--- config.mk ---
export PLATFORM = sky130hd
export DESIGN_NAME = pc_update_unit
export DESIGN_NICKNAME = d
export VERILOG_FILES = /design/src/rtl/pc_update_unit_pkg.sv /design/src/rtl/pc_update_unit_ret_addr_stack.sv /design/src/rtl/pc_update_unit.sv
export SDC_FILE = /design/constraint.sdc
export NUM_CORES = 1
export LEC_CHECK = 0
export CAP_MARGIN = 20
export CORE_UTILIZATION = 35
export CTS_CLUSTER_SIZE = 24
export DETAILED_ROUTE_END_ITERATION = 8
export SETUP_SLACK_MARGIN = 0.05
export SLEW_MARGIN = 20
export SYNTH_ARGS = -nofsm -noshare
export SYNTH_HDL_FRONTEND = slang
export SYNTH_SLANG_ARGS = --single-unit
export TNS_END_PERCENT = 20
--- constraint.sdc ---
create_clock -name clk -period 2.9 [get_ports clk]
set_input_delay 0.29 -clock clk [delete_from_list [all_inputs] [get_ports clk]]
set_output_delay 0.29 -clock clk [all_outputs]
set_load 0.01 [all_outputs]
--- src/rtl/pc_update_unit_pkg.sv ---
// ============================================================================
// pc_update_unit_pkg : shared state/kind encodings and defaults
// Revision: 1.0
// ============================================================================
`default_nettype none

package pc_update_unit_pkg;

    localparam int PC_WIDTH_DEFAULT    = 16;
    localparam int STACK_DEPTH_DEFAULT = 8;

    typedef enum logic [2:0] {
        ST_IDLE      = 3'd0,
        ST_DRAIN     = 3'd1,
        ST_WAIT_COND = 3'd2,
        ST_UPDATE    = 3'd3,
        ST_HOLDOFF   = 3'd4
    } state_t;

    typedef enum logic [1:0] {
        CF_CALL   = 2'd0,
        CF_RET    = 2'd1,
        CF_BRANCH = 2'd2
    } cf_kind_t;

    // call wins over ret, ret over branch
    function automatic cf_kind_t decode_kind(input logic is_call, input logic is_ret);
        if (is_call)
            return CF_CALL;
        else if (is_ret)
            return CF_RET;
        else
            return CF_BRANCH;
    endfunction

endpackage

`default_nettype wire

--- src/rtl/pc_update_unit_ret_addr_stack.sv ---
// ============================================================================
// ret_addr_stack : LIFO of return addresses; overflowing pushes and
// underflowing pops are dropped. Revision: 1.0
// ============================================================================
`default_nettype none

module ret_addr_stack #(
    parameter int WIDTH = 16,
    parameter int DEPTH = 8
) (
    input  logic             clk,
    input  logic             rst,
    input  logic             push,
    input  logic             pop,
    input  logic [WIDTH-1:0] wdata,
    output logic [WIDTH-1:0] rdata,
    output logic             full,
    output logic             empty
);

    localparam int AW = $clog2(DEPTH);

    // One extra pointer bit keeps full and empty distinct
    logic [AW:0]      sp;
    logic [AW-1:0]    top_idx;
    logic [WIDTH-1:0] mem [DEPTH];

    always_comb begin
        full    = (sp == (AW+1)'(DEPTH));
        empty   = (sp == '0);
        top_idx = sp[AW-1:0] - AW'(1);
        rdata   = mem[top_idx];
    end

    always_ff @(posedge clk or posedge rst) begin
        if (rst)
            sp <= '0;
        else if (push && !full)
            sp <= sp + (AW+1)'(1);
        else if (pop && !empty)
            sp <= sp - (AW+1)'(1);
    end

    always_ff @(posedge clk) begin
        if (push && !full)
            mem[sp[AW-1:0]] <= wdata;
    end

endmodule

`default_nettype wire

--- src/rtl/pc_update_unit.sv ---
// ============================================================================
// pc_update_unit : resolves next PC for call/ret/branch hazards and pulses
// PC_update once per hazard. Revision: 1.0
// ============================================================================
`default_nettype none

module pc_update_unit
    import pc_update_unit_pkg::*;
#(
    parameter int PC_WIDTH     = PC_WIDTH_DEFAULT,
    parameter int STACK_DEPTH  = STACK_DEPTH_DEFAULT,
    parameter int DRAIN_CYCLES = 2
) (
    input  logic                clk,
    input  logic                rst,
    input  logic                PC_hazard,
    input  logic                call,
    input  logic                ret,
    input  logic                branch,
    input  logic [PC_WIDTH-1:0] pc_in,
    input  logic [PC_WIDTH-1:0] target,
    input  logic                cond_valid,
    input  logic                cond_taken,
    output logic                PC_update,
    output logic [PC_WIDTH-1:0] pc_next,
    output logic                busy,
    output logic                stack_overflow,
    output logic                stack_underflow
);

    localparam int CNT_W = (DRAIN_CYCLES > 1) ? $clog2(DRAIN_CYCLES) : 1;
    localparam logic [CNT_W-1:0] DRAIN_LOAD =
        CNT_W'((DRAIN_CYCLES > 0) ? DRAIN_CYCLES - 1 : 0);

    state_t              state, next_state;
    cf_kind_t            kind;
    logic                trigger;
    logic                stk_push, stk_pop, stk_full, stk_empty;
    logic [PC_WIDTH-1:0] stk_rdata;
    logic [PC_WIDTH-1:0] dest_now, load_value;
    logic [PC_WIDTH-1:0] cap_pc, cap_target, cap_dest;
    logic [CNT_W-1:0]    drain_cnt;

    ret_addr_stack #(
        .WIDTH (PC_WIDTH),
        .DEPTH (STACK_DEPTH)
    ) u_stack (
        .clk   (clk),
        .rst   (rst),
        .push  (stk_push),
        .pop   (stk_pop),
        .wdata (pc_in),
        .rdata (stk_rdata),
        .full  (stk_full),
        .empty (stk_empty)
    );

    always_comb begin
        trigger  = (state == ST_IDLE) && PC_hazard && (call || ret || branch);
        kind     = decode_kind(call, ret);
        stk_push = trigger && (kind == CF_CALL);
        stk_pop  = trigger && (kind == CF_RET);
        // An empty stack on ret falls through to the instruction after it
        if (kind == CF_CALL)
            dest_now = target;
        else if (stk_empty)
            dest_now = pc_in;
        else
            dest_now = stk_rdata;
    end

    always_comb begin
        next_state = state;
        case (state)
            ST_IDLE: begin
                if (trigger) begin
                    if (kind == CF_BRANCH)
                        next_state = ST_WAIT_COND;
                    else if (DRAIN_CYCLES > 0)
                        next_state = ST_DRAIN;
                    else
                        next_state = ST_UPDATE;
                end
            end
            ST_DRAIN:     if (drain_cnt == '0) next_state = ST_UPDATE;
            ST_WAIT_COND: if (cond_valid) next_state = ST_UPDATE;
            ST_UPDATE:    next_state = ST_HOLDOFF;
            ST_HOLDOFF:   next_state = ST_IDLE;
            default:      next_state = ST_IDLE;
        endcase
    end

    always_comb begin
        case (state)
            ST_IDLE:      load_value = dest_now;
            ST_WAIT_COND: load_value = cond_taken ? cap_target : cap_pc;
            default:      load_value = cap_dest;
        endcase
    end

    always_ff @(posedge clk or posedge rst) begin
        if (rst)
            state <= ST_IDLE;
        else
            state <= next_state;
    end

    always_ff @(posedge clk or posedge rst) begin
        if (rst) begin
            cap_pc          <= '0;
            cap_target      <= '0;
            cap_dest        <= '0;
            drain_cnt       <= '0;
            pc_next         <= '0;
            stack_overflow  <= 1'b0;
            stack_underflow <= 1'b0;
        end else begin
            if (trigger) begin
                cap_pc     <= pc_in;
                cap_target <= target;
                cap_dest   <= dest_now;
                drain_cnt  <= DRAIN_LOAD;
                if (kind == CF_CALL && stk_full)
                    stack_overflow <= 1'b1;
                if (kind == CF_RET && stk_empty)
                    stack_underflow <= 1'b1;
            end else if (state == ST_DRAIN) begin
                drain_cnt <= drain_cnt - CNT_W'(1);
            end
            if (next_state == ST_UPDATE)
                pc_next <= load_value;
        end
    end

    always_comb begin
        PC_update = (state == ST_UPDATE);
        busy      = (state != ST_IDLE);
    end

endmodule

`default_nettype wire
==> results of run 1 <==
==> logic make-up after synthesis <==
kind of cell	count (synthesis)	share of synthesized area (%)
AOI/OAI and AO/OA	125	9.85
xor gates and xnor gates	4	0.406
adders and majority gates	4	0.667
buffers and inverters	61	3.32
DFF	202	66.0
muxes	101	12.0
and+or+nand+nor	140	7.75
==> metal layers <==
metal	GRT usage, %	part of all wire [%]	wire length [um]	up-vias
met4	3.72	1.5	293	0
met2	25.2	47	9180	137
li1	-	-	-	2478
met3	2.19	5.0	977	24
met5	0	0	0	-
met1	22.4	47	9240	2565
==> cell type report <==
class | count | area, um2 | area share (%)
Tap cell | 324 | 405 | 3.94
Clock buffer | 27 | 548 | 5.32
Timing Repair Buffer | 81 | 768 | 7.46
Inverter | 21 | 78.8 | 0.766
Sequential cell | 202 | 5700 | 55.3
Multi-Input combinational cell | 374 | 2670 | 25.9
Clock inverter | 10 | 128 | 1.24
==> registers in the layout, summed over array words and instances (netlist names) <==
name             cells
pc_next             16
cap_target          16
cap_dest            16
u_stack.mem        128
drain_cnt            1
stack_overflow       1
cap_pc              16
stack_underflow      1
state                3
u_stack.sp           4
==> power groups by stage <==
stage | clock network [mW] | registers, mW | logic [mW]
floorplan | 0 | 3.96 | 2.85
global placement | 0 | 4.01 | 3.94
detailed placement | 0 | 4.04 | 4.02
CTS | 2.71 | 3.98 | 4.03
global route | 2.82 | 4.05 | 4.36
finish | 2.65 | 3.98 | 4.00
==> worst max-delay path, stage by stage (launching register included) <==
cell and delay (ps):
dfrtp_1 380, inv_1 190, ha_4 190, xor2_1 290, and2_1 670, a22oi_1 310
a31o_1 290
==> through the flow <==
stage,instance area (um2),worst slack [ps],util [%]
floorplan,8630,38.5,-
global placement,9610,465,39.6
detailed placement,9610,368,39.6
CTS,10300,496,42.4
global route,10300,349,42.4
finish,10300,472,42.4
==> cell usage in the layout (no fill, tap or decap), types with 3 or more instances in the layout <==
master,n
a22oi_1,32
nor2_1,11
inv_1,20
clkdlybuf4s50_1,59
a31o_1,16
clkbuf_16,21
mux2_2,11
edfxtp_1,128
mux2i_1,83
clkinv_2,4
o21ai_1,16
o21ai_0,35
nand2_1,87
buf_4,21
o211ai_1,16
nand3_1,18
clkbuf_1,6
dfrtp_1,74
mux2_1,7
bufinv_16,3
==> worst max path at each step <==
stage                        endpoint  slack (ps)  depth (start not counted)
floorplan           u_stack.mem[4][0]          40                          5
global placement        u_stack.sp[3]         470                          8
detailed placement      u_stack.sp[3]         370                          8
CTS                     u_stack.sp[3]         500                         10
global route            u_stack.sp[3]         350                         10
finish                   cap_dest[11]         470                          6
==> flow_summary.yaml, run 1 <==
clock_network:
  cts_buffer_depth: 3
  clkLatencyLatePin_ps: 500
  cts_sinks: 202
  cts-root-buf: "clkbuf_16"
  cts_buffers: 21
  cts.clk_slew.worst_paths_ps: 60
  h-tree-depth: 1
  holdBufCountCts: 0
  cts_tree: "done"
  cts_setup_buffers: 0
  cts_resized: 0
worst_setup_path:
  endpoint_kind: "flop"
  reg2reg_depth: 6
  crit_path_start: "u_stack.sp[0]"
  worst_setup_path_start_kind: "flop"
  r2r_setup_slack_ps: 470
  worst_r2r_endpoint: "cap_dest[11]"
  cp.required_ps: 3270
  critPathKind: "flop to flop"
  critPathMaxFanout: 16
  r2r-start: "u_stack.sp[0]"
  worstPathArrival_ps: 2800
pwr:
  power_frac_comb_pct: 37.6
  clkPwrFrac_pct: 24.9
  p_sw_mw: 3.63
  total_power_mw: 10.6
  swShare_pct: 34.1
  p_per_area_nw_per_um2: 1030
  p_leak_nw: 4.00
  ir_worst_vdd_mv: 0.656
  p_seq_share_pct: 37.4
  p_int_mw: 7.00
sta:
  finClkSkew_ps: 22.2
  hold_viol_final: 0
  setup_viol: 0
  slew_headroom_pct: 29.3
  holdWs_ps: 200
  fin_setup_tns_ps: 0
  rsz0062_at_grt: "false"
  post-route-period-util_pct: 83.7
  worst_slew_pin_slew_ps: 1060
  clock.fmax_mhz: 412
  finalCriticalPeriod_ps: 2430
  drv_slew: 0
grt:
  antenna_found_initial: 0
  grtUsageTotal_pct: 15.6
  grt_max_degree: 51
  gr-total-overflow: 0
  grt_pass1_vias: 5303
  grt_pass1_wl_mm: 30.9
placement:
  finalWeightedCongestion: 0.879
  dpl.hpwl_mm: 14.1
  dp_cells: 1002
  port_buffers: 59
job:
  maxCapViolations: 0
layout:
  nFillCells: 2219
  finalNetCount: 745
  syn_to_final_growth_pct: 19.3
  final_layout_size_suffix_gt1_share_pct: 10.9
  fin_cells: 1039
  n_antenna_cell: 0
routing:
  vias: 5204
  drcViolationCount: 0
  dr.pass1.iters: 5
  drtIter0Drc: 364
  antenna_left: 0
  vias_per_cell: 5.01
  routed_wl_mm: 19.7
  wl_per_cell_um: 19.0
die:
  core_area_um2: 24200
  die-area_um2: 25300
  ios: 60
  start_util_pct: 35.6
  die_y_um: 159
  die_w_um: 159
  num_rows: 57
logic_synthesis:
  synth_area_um2: 8630
  synthFlopType: "edfxtp_1"
  synth_top_cells_by_count: "edfxtp_1 (128), nand2_1 (87), mux2i_1 (83)"
  yosys.area.top_type_share_pct: 44.6
  ys_warn_count: 0
  yosysMostFrequentCell: "edfxtp_1"
  synth_edf_count: 128
  netlist_instances: 637
  syn-num-nets: 681
  synth_area_leaders: "edfxtp_1 (45%), dfrtp_1 (21%), mux2i_1 (9.6%)"
  ys_types: 47
  synth_async_sr_flop_share_pct: 36.6
  synth_area_leader_cell: "edfxtp_1"
  synth-seq-cells: 202
  ys_seq_area_share_pct: 66.0
  syn_avg_cell_area_um2: 13.5
min_path:
  min_path_type: "input port to asynchronous set/reset pin"
run_status:
  outcome: "finished clean"
Note: power is estimated with default switching activity, not from simulation.
==> run 2: changes to the inputs <==
==> constraint.sdc (replaced) <==
create_clock -name clk -period 1.9 [get_ports clk]
set_input_delay 0.19 -clock clk [delete_from_list [all_inputs] [get_ports clk]]
set_output_delay 0.19 -clock clk [all_outputs]
set_load 0.01 [all_outputs]
==> flow_summary.yaml, run 2 (synthesized netlist as in run 1, its figures left out) <==
pwr:
  swShare_pct: 34.6
  power_frac_comb_pct: 44.3
  clkPwrFrac_pct: 21.5
  p_per_area_nw_per_um2: 1540
  p_sw_mw: 6.07
  total_power_mw: 17.6
  ir_worst_vdd_mv: 0.735
  p_leak_nw: 4.51
  p_seq_share_pct: 34.2
  p_int_mw: 11.5
clock_network:
  cts_sinks: 202
  cts.clk_slew.worst_paths_ps: 60
  clkLatencyLatePin_ps: 500
  cts_buffer_depth: 3
  cts-root-buf: "clkbuf_16"
  cts_tree: "done"
  h-tree-depth: 1
  cts_buffers: 21
  holdBufCountCts: 0
sta:
  final.setup.worst_slack_ps: -219
  hold_viol_final: 0
  finalCriticalPeriod_ps: 2120
  worst_slew_pin_slew_ps: 494
  drv_slew: 0
  finClkSkew_ps: 11.0
  holdWs_ps: 35.9
  fin_setup_tns_ps: -20890
  post-route-period-util_pct: 112
  clock.fmax_mhz: 472
  setup_viol: 163
  rsz0062_at_grt: "true"
  slew_headroom_pct: 67.0
layout:
  n_antenna_cell: 0
  final_cell_mix: "edfxtp_1 (128), nand2_1 (85), mux2i_1 (83), dfrtp_1 (74), clkdlybuf4s50_1 (57)"
  final_layout_size_suffix_gt1_share_pct: 22.3
  multi_input_area_um2: 2970
  syn_to_final_growth_pct: 32.2
  utilization_pct: 47.0
  final_common_cell: "edfxtp_1"
  fin_cells: 1107
  regArea_um2: 5700
  largest_reg_flops: 128
  finalNetCount: 815
  nFillCells: 2108
  postLayoutCellArea_um2: 11400
die:
  die_w_um: 159
  die_y_um: 159
  num_rows: 57
  ios: 60
  start_util_pct: 35.6
  core_area_um2: 24200
  die-area_um2: 25300
routing:
  antenna_left: 0
  dr.pass1.iters: 4
  drcViolationCount: 0
  drtIter0Drc: 362
  wl_per_cell_um: 18.8
  vias_per_cell: 5.01
  vias: 5549
  routed_wl_mm: 20.8
worst_setup_path:
  endpoint_kind: "flop"
  critPathKind: "flop to flop"
  critPathMaxFanout: 8
  worst_setup_path_start_kind: "flop"
  worstPathArrival_ps: 2340
  cp.required_ps: 2120
  r2r_setup_slack_ps: -220
grt:
  grt_pass1_vias: 5732
  grt_max_degree: 29
  antenna_found_initial: 0
  grtUsageTotal_pct: 16.4
  grt_pass1_wl_mm: 32.5
  gr-total-overflow: 0
placement:
  port_buffers: 59
  finalWeightedCongestion: 0.804
  pre_cts_ws_ps: -416
  dpl.hpwl_mm: 14.0
  dpl_cell_area_um2: 10300
  dp_cells: 1051
run_status:
  outcome: "finished with violations"
  violations: "setup timing"
min_path:
  min_path_type: "input port to asynchronous set/reset pin"
job:
  maxCapViolations: 0
run 2: worst paths after layout:
kind | startpoint | to | cells after the start
max | state[1] | u_stack.mem[0][8] | 7
min | rst | pc_next[13] | 2
max reg2reg | state[1] | u_stack.mem[0][8] | 7
min reg2reg | cap_target[4] | cap_target[4] | 2
max in group asynchronous | rst | cap_dest[14] | 3
min in group clk | target[11] | cap_target[11] | 3
run 2: metal layers:
metal / global-route usage (%) / part of all wire, %
met1: 22.4 / 45
met2: 26.6 / 48
met3: 2.71 / 4.9
met4: 5.38 / 1.9
met5: 0 / 0
run 2: what timing repair did:
action | 4_1_cts | 5_1_grt
setup buffers | 11 | 7
cloned | 4 | 2
pin swaps | 11 | 13
resized for setup | 34 | 40
setup endpoints to repair | 187 | 193
run 2: critical path: stages, from the launching register on:
cell and delay (ps):
dfrtp_1 410, nor4b_4 400, buf_4 210, nand2_4 50, a211o_4 330, nor3_4 130, buf_6 150, clkbuf_16 150
run 2: power groups by stage:
stage	registers, mW	logic, mW	clock network [mW]
floorplan	6.06	4.46	0
global placement	6.02	6.86	0
detailed placement	6.07	6.96	0
CTS	6.00	7.43	3.88
global route	6.10	8.42	4.05
finish	6.00	7.78	3.78
run 2: final cells by class:
cell class / instances / area share [%]
inverters: 21 / 0.691
multi-input cells: 376 / 26.0
clock buffers: 22 / 4.64
clock inverters: 13 / 0.790
well taps: 324 / 3.55
repair buffers: 149 / 14.4
flip-flops and latches: 202 / 49.9
==> run 3: changes to the inputs <==
==> constraint.sdc (replaced) <==
create_clock -name clk -period 2.7 [get_ports clk]
set_input_delay 0.27 -clock clk [delete_from_list [all_inputs] [get_ports clk]]
set_output_delay 0.27 -clock clk [all_outputs]
set_load 0.01 [all_outputs]
==> flow_summary.yaml, run 3 (synthesized netlist as in run 1, its figures left out) <==
die:
  ios: 60
  start_util_pct: 35.6
  die_y_um: 159
  die_w_um: 159
  num_rows: 57
  die-area_um2: 25300
  core_area_um2: 24200
worst_setup_path:
  max_stage_delay_ps: 660
  worst_setup_path_start_kind: "flop"
  cp.required_ps: 3080
  cp_num_buf_inv: 1
  path_cells: "inv_1, ha_4, xor2_1, and2_1, a22oi_1, a31o_1"
  worstPathArrival_ps: 2760
  endpoint_kind: "flop"
  crit_family: "simple AND/OR/NAND/NOR gates"
  critPathKind: "flop to flop"
  critPathMaxFanout: 16
  crit_slowest_cell: "and2_1"
layout:
  n_antenna_cell: 0
  final_layout_size_suffix_gt1_share_pct: 11.5
  fin_cells: 1044
  nFillCells: 2217
  largest_reg_flops: 128
  postLayoutCellArea_um2: 10300
  finalNetCount: 749
  final_common_cell: "edfxtp_1"
  regArea_um2: 5700
  multi_input_area_um2: 2670
  final_cell_mix: "edfxtp_1 (128), nand2_1 (87), mux2i_1 (83), dfrtp_1 (74), clkdlybuf4s50_1 (59)"
  syn_to_final_growth_pct: 19.4
  utilization_pct: 42.5
pwr:
  p_leak_nw: 4.02
  p_per_area_nw_per_um2: 1100
  ir_worst_vdd_mv: 0.456
  total_power_mw: 11.4
grt:
  grt_pass1_wl_mm: 31.2
  grt_pass1_vias: 5419
  antenna_found_initial: 0
  grtUsageTotal_pct: 15.8
  gr-total-overflow: 0
  grt_max_degree: 40
sta:
  setup_viol: 0
  post-route-period-util_pct: 88.1
  final.setup.worst_slack_ps: 321
  clock.fmax_mhz: 420
  finClkSkew_ps: 12.0
  worst_slew_pin_slew_ps: 1090
  rsz0062_at_grt: "false"
  hold_viol_final: 0
  drv_slew: 0
  finalCriticalPeriod_ps: 2380
  slew_headroom_pct: 27.3
clock_network:
  cts_buffer_depth: 3
  holdBufCountCts: 0
  cts_setup_buffers: 0
  cts_buffers: 21
  clkLatencyLatePin_ps: 500
  h-tree-depth: 1
  cts_tree: "done"
  cts_resized: 0
  cts.clk_slew.worst_paths_ps: 60
  cts_sinks: 202
  cts-root-buf: "clkbuf_16"
placement:
  finalWeightedCongestion: 0.854
  dpl_cell_area_um2: 9640
  port_buffers: 59
  dpl.hpwl_mm: 14.0
  pre_cts_ws_ps: 241
  dp_cells: 1006
routing:
  vias: 5201
  antenna_left: 0
  routed_wl_mm: 19.7
  drcViolationCount: 0
  dr.pass1.iters: 5
  drtIter0Drc: 316
  wl_per_cell_um: 18.9
  vias_per_cell: 4.98
run_status:
  outcome: "finished clean"
job:
  maxCapViolations: 0
min_path:
  min_path_type: "input port to asynchronous set/reset pin"
-- run 3: cell count changes in the layout (fill, tap and decap cells not counted), sizes merged --
cell and delta:
clkdlybuf4s15 -1, inv +1, clkbuf -1, clkdlybuf4s50 +2, clkinv -2, buf -61
bufinv +1, or4b -2
-- run 3: per-layer routing --
metal  global-route usage (%)  vias to the layer above  share of wire (%)
met3                     2.14                       36                4.3
met1                     22.5                     2528                 48
met2                     25.2                      152                 45
met4                     4.50                        0                2.3
met5                        0                        -                  0
li1                         -                     2485                  -
-- run 3: final cells by class --
type | count | share of cell area [%]
Multi-Input combinational cell | 374 | 25.9
Tap cell | 324 | 3.94
Clock inverter | 13 | 1.13
Clock buffer | 25 | 5.25
Inverter | 21 | 0.765
Timing Repair Buffer | 85 | 7.75
Sequential cell | 202 | 55.3
-- run 3: where the power goes --
group	total, mW	internal (mW)	switching, mW	leakage, nW
sequential	4.28	3.90	0.378	2.08
clock	2.78	1.62	1.15	0.327
combinational	4.31	1.92	2.39	1.62
-- run 3: path summary, 6_finish.rpt --
path                       cells after the start        endpoint  slack [ps]           from
max                                            6    cap_dest[11]         320  u_stack.sp[0]
min                                            2      pc_next[0]         240            rst
max reg2reg                                    6    cap_dest[11]         320  u_stack.sp[0]
min reg2reg                                    2   cap_target[2]         470  cap_target[2]
max in group asynchronous                      3   u_stack.sp[2]        1720            rst
min in group clk                               3  cap_target[14]         370     target[14]
-- run 3: stage by stage --
stage / setup TNS (ps) / hold slack [ps]
after floorplan: -2580 / 369
after global placement: 0 / 458
after CTS: 0 / 264
after global routing: 0 / 341
final: 0 / 242
after detailed placement: 0 / 462
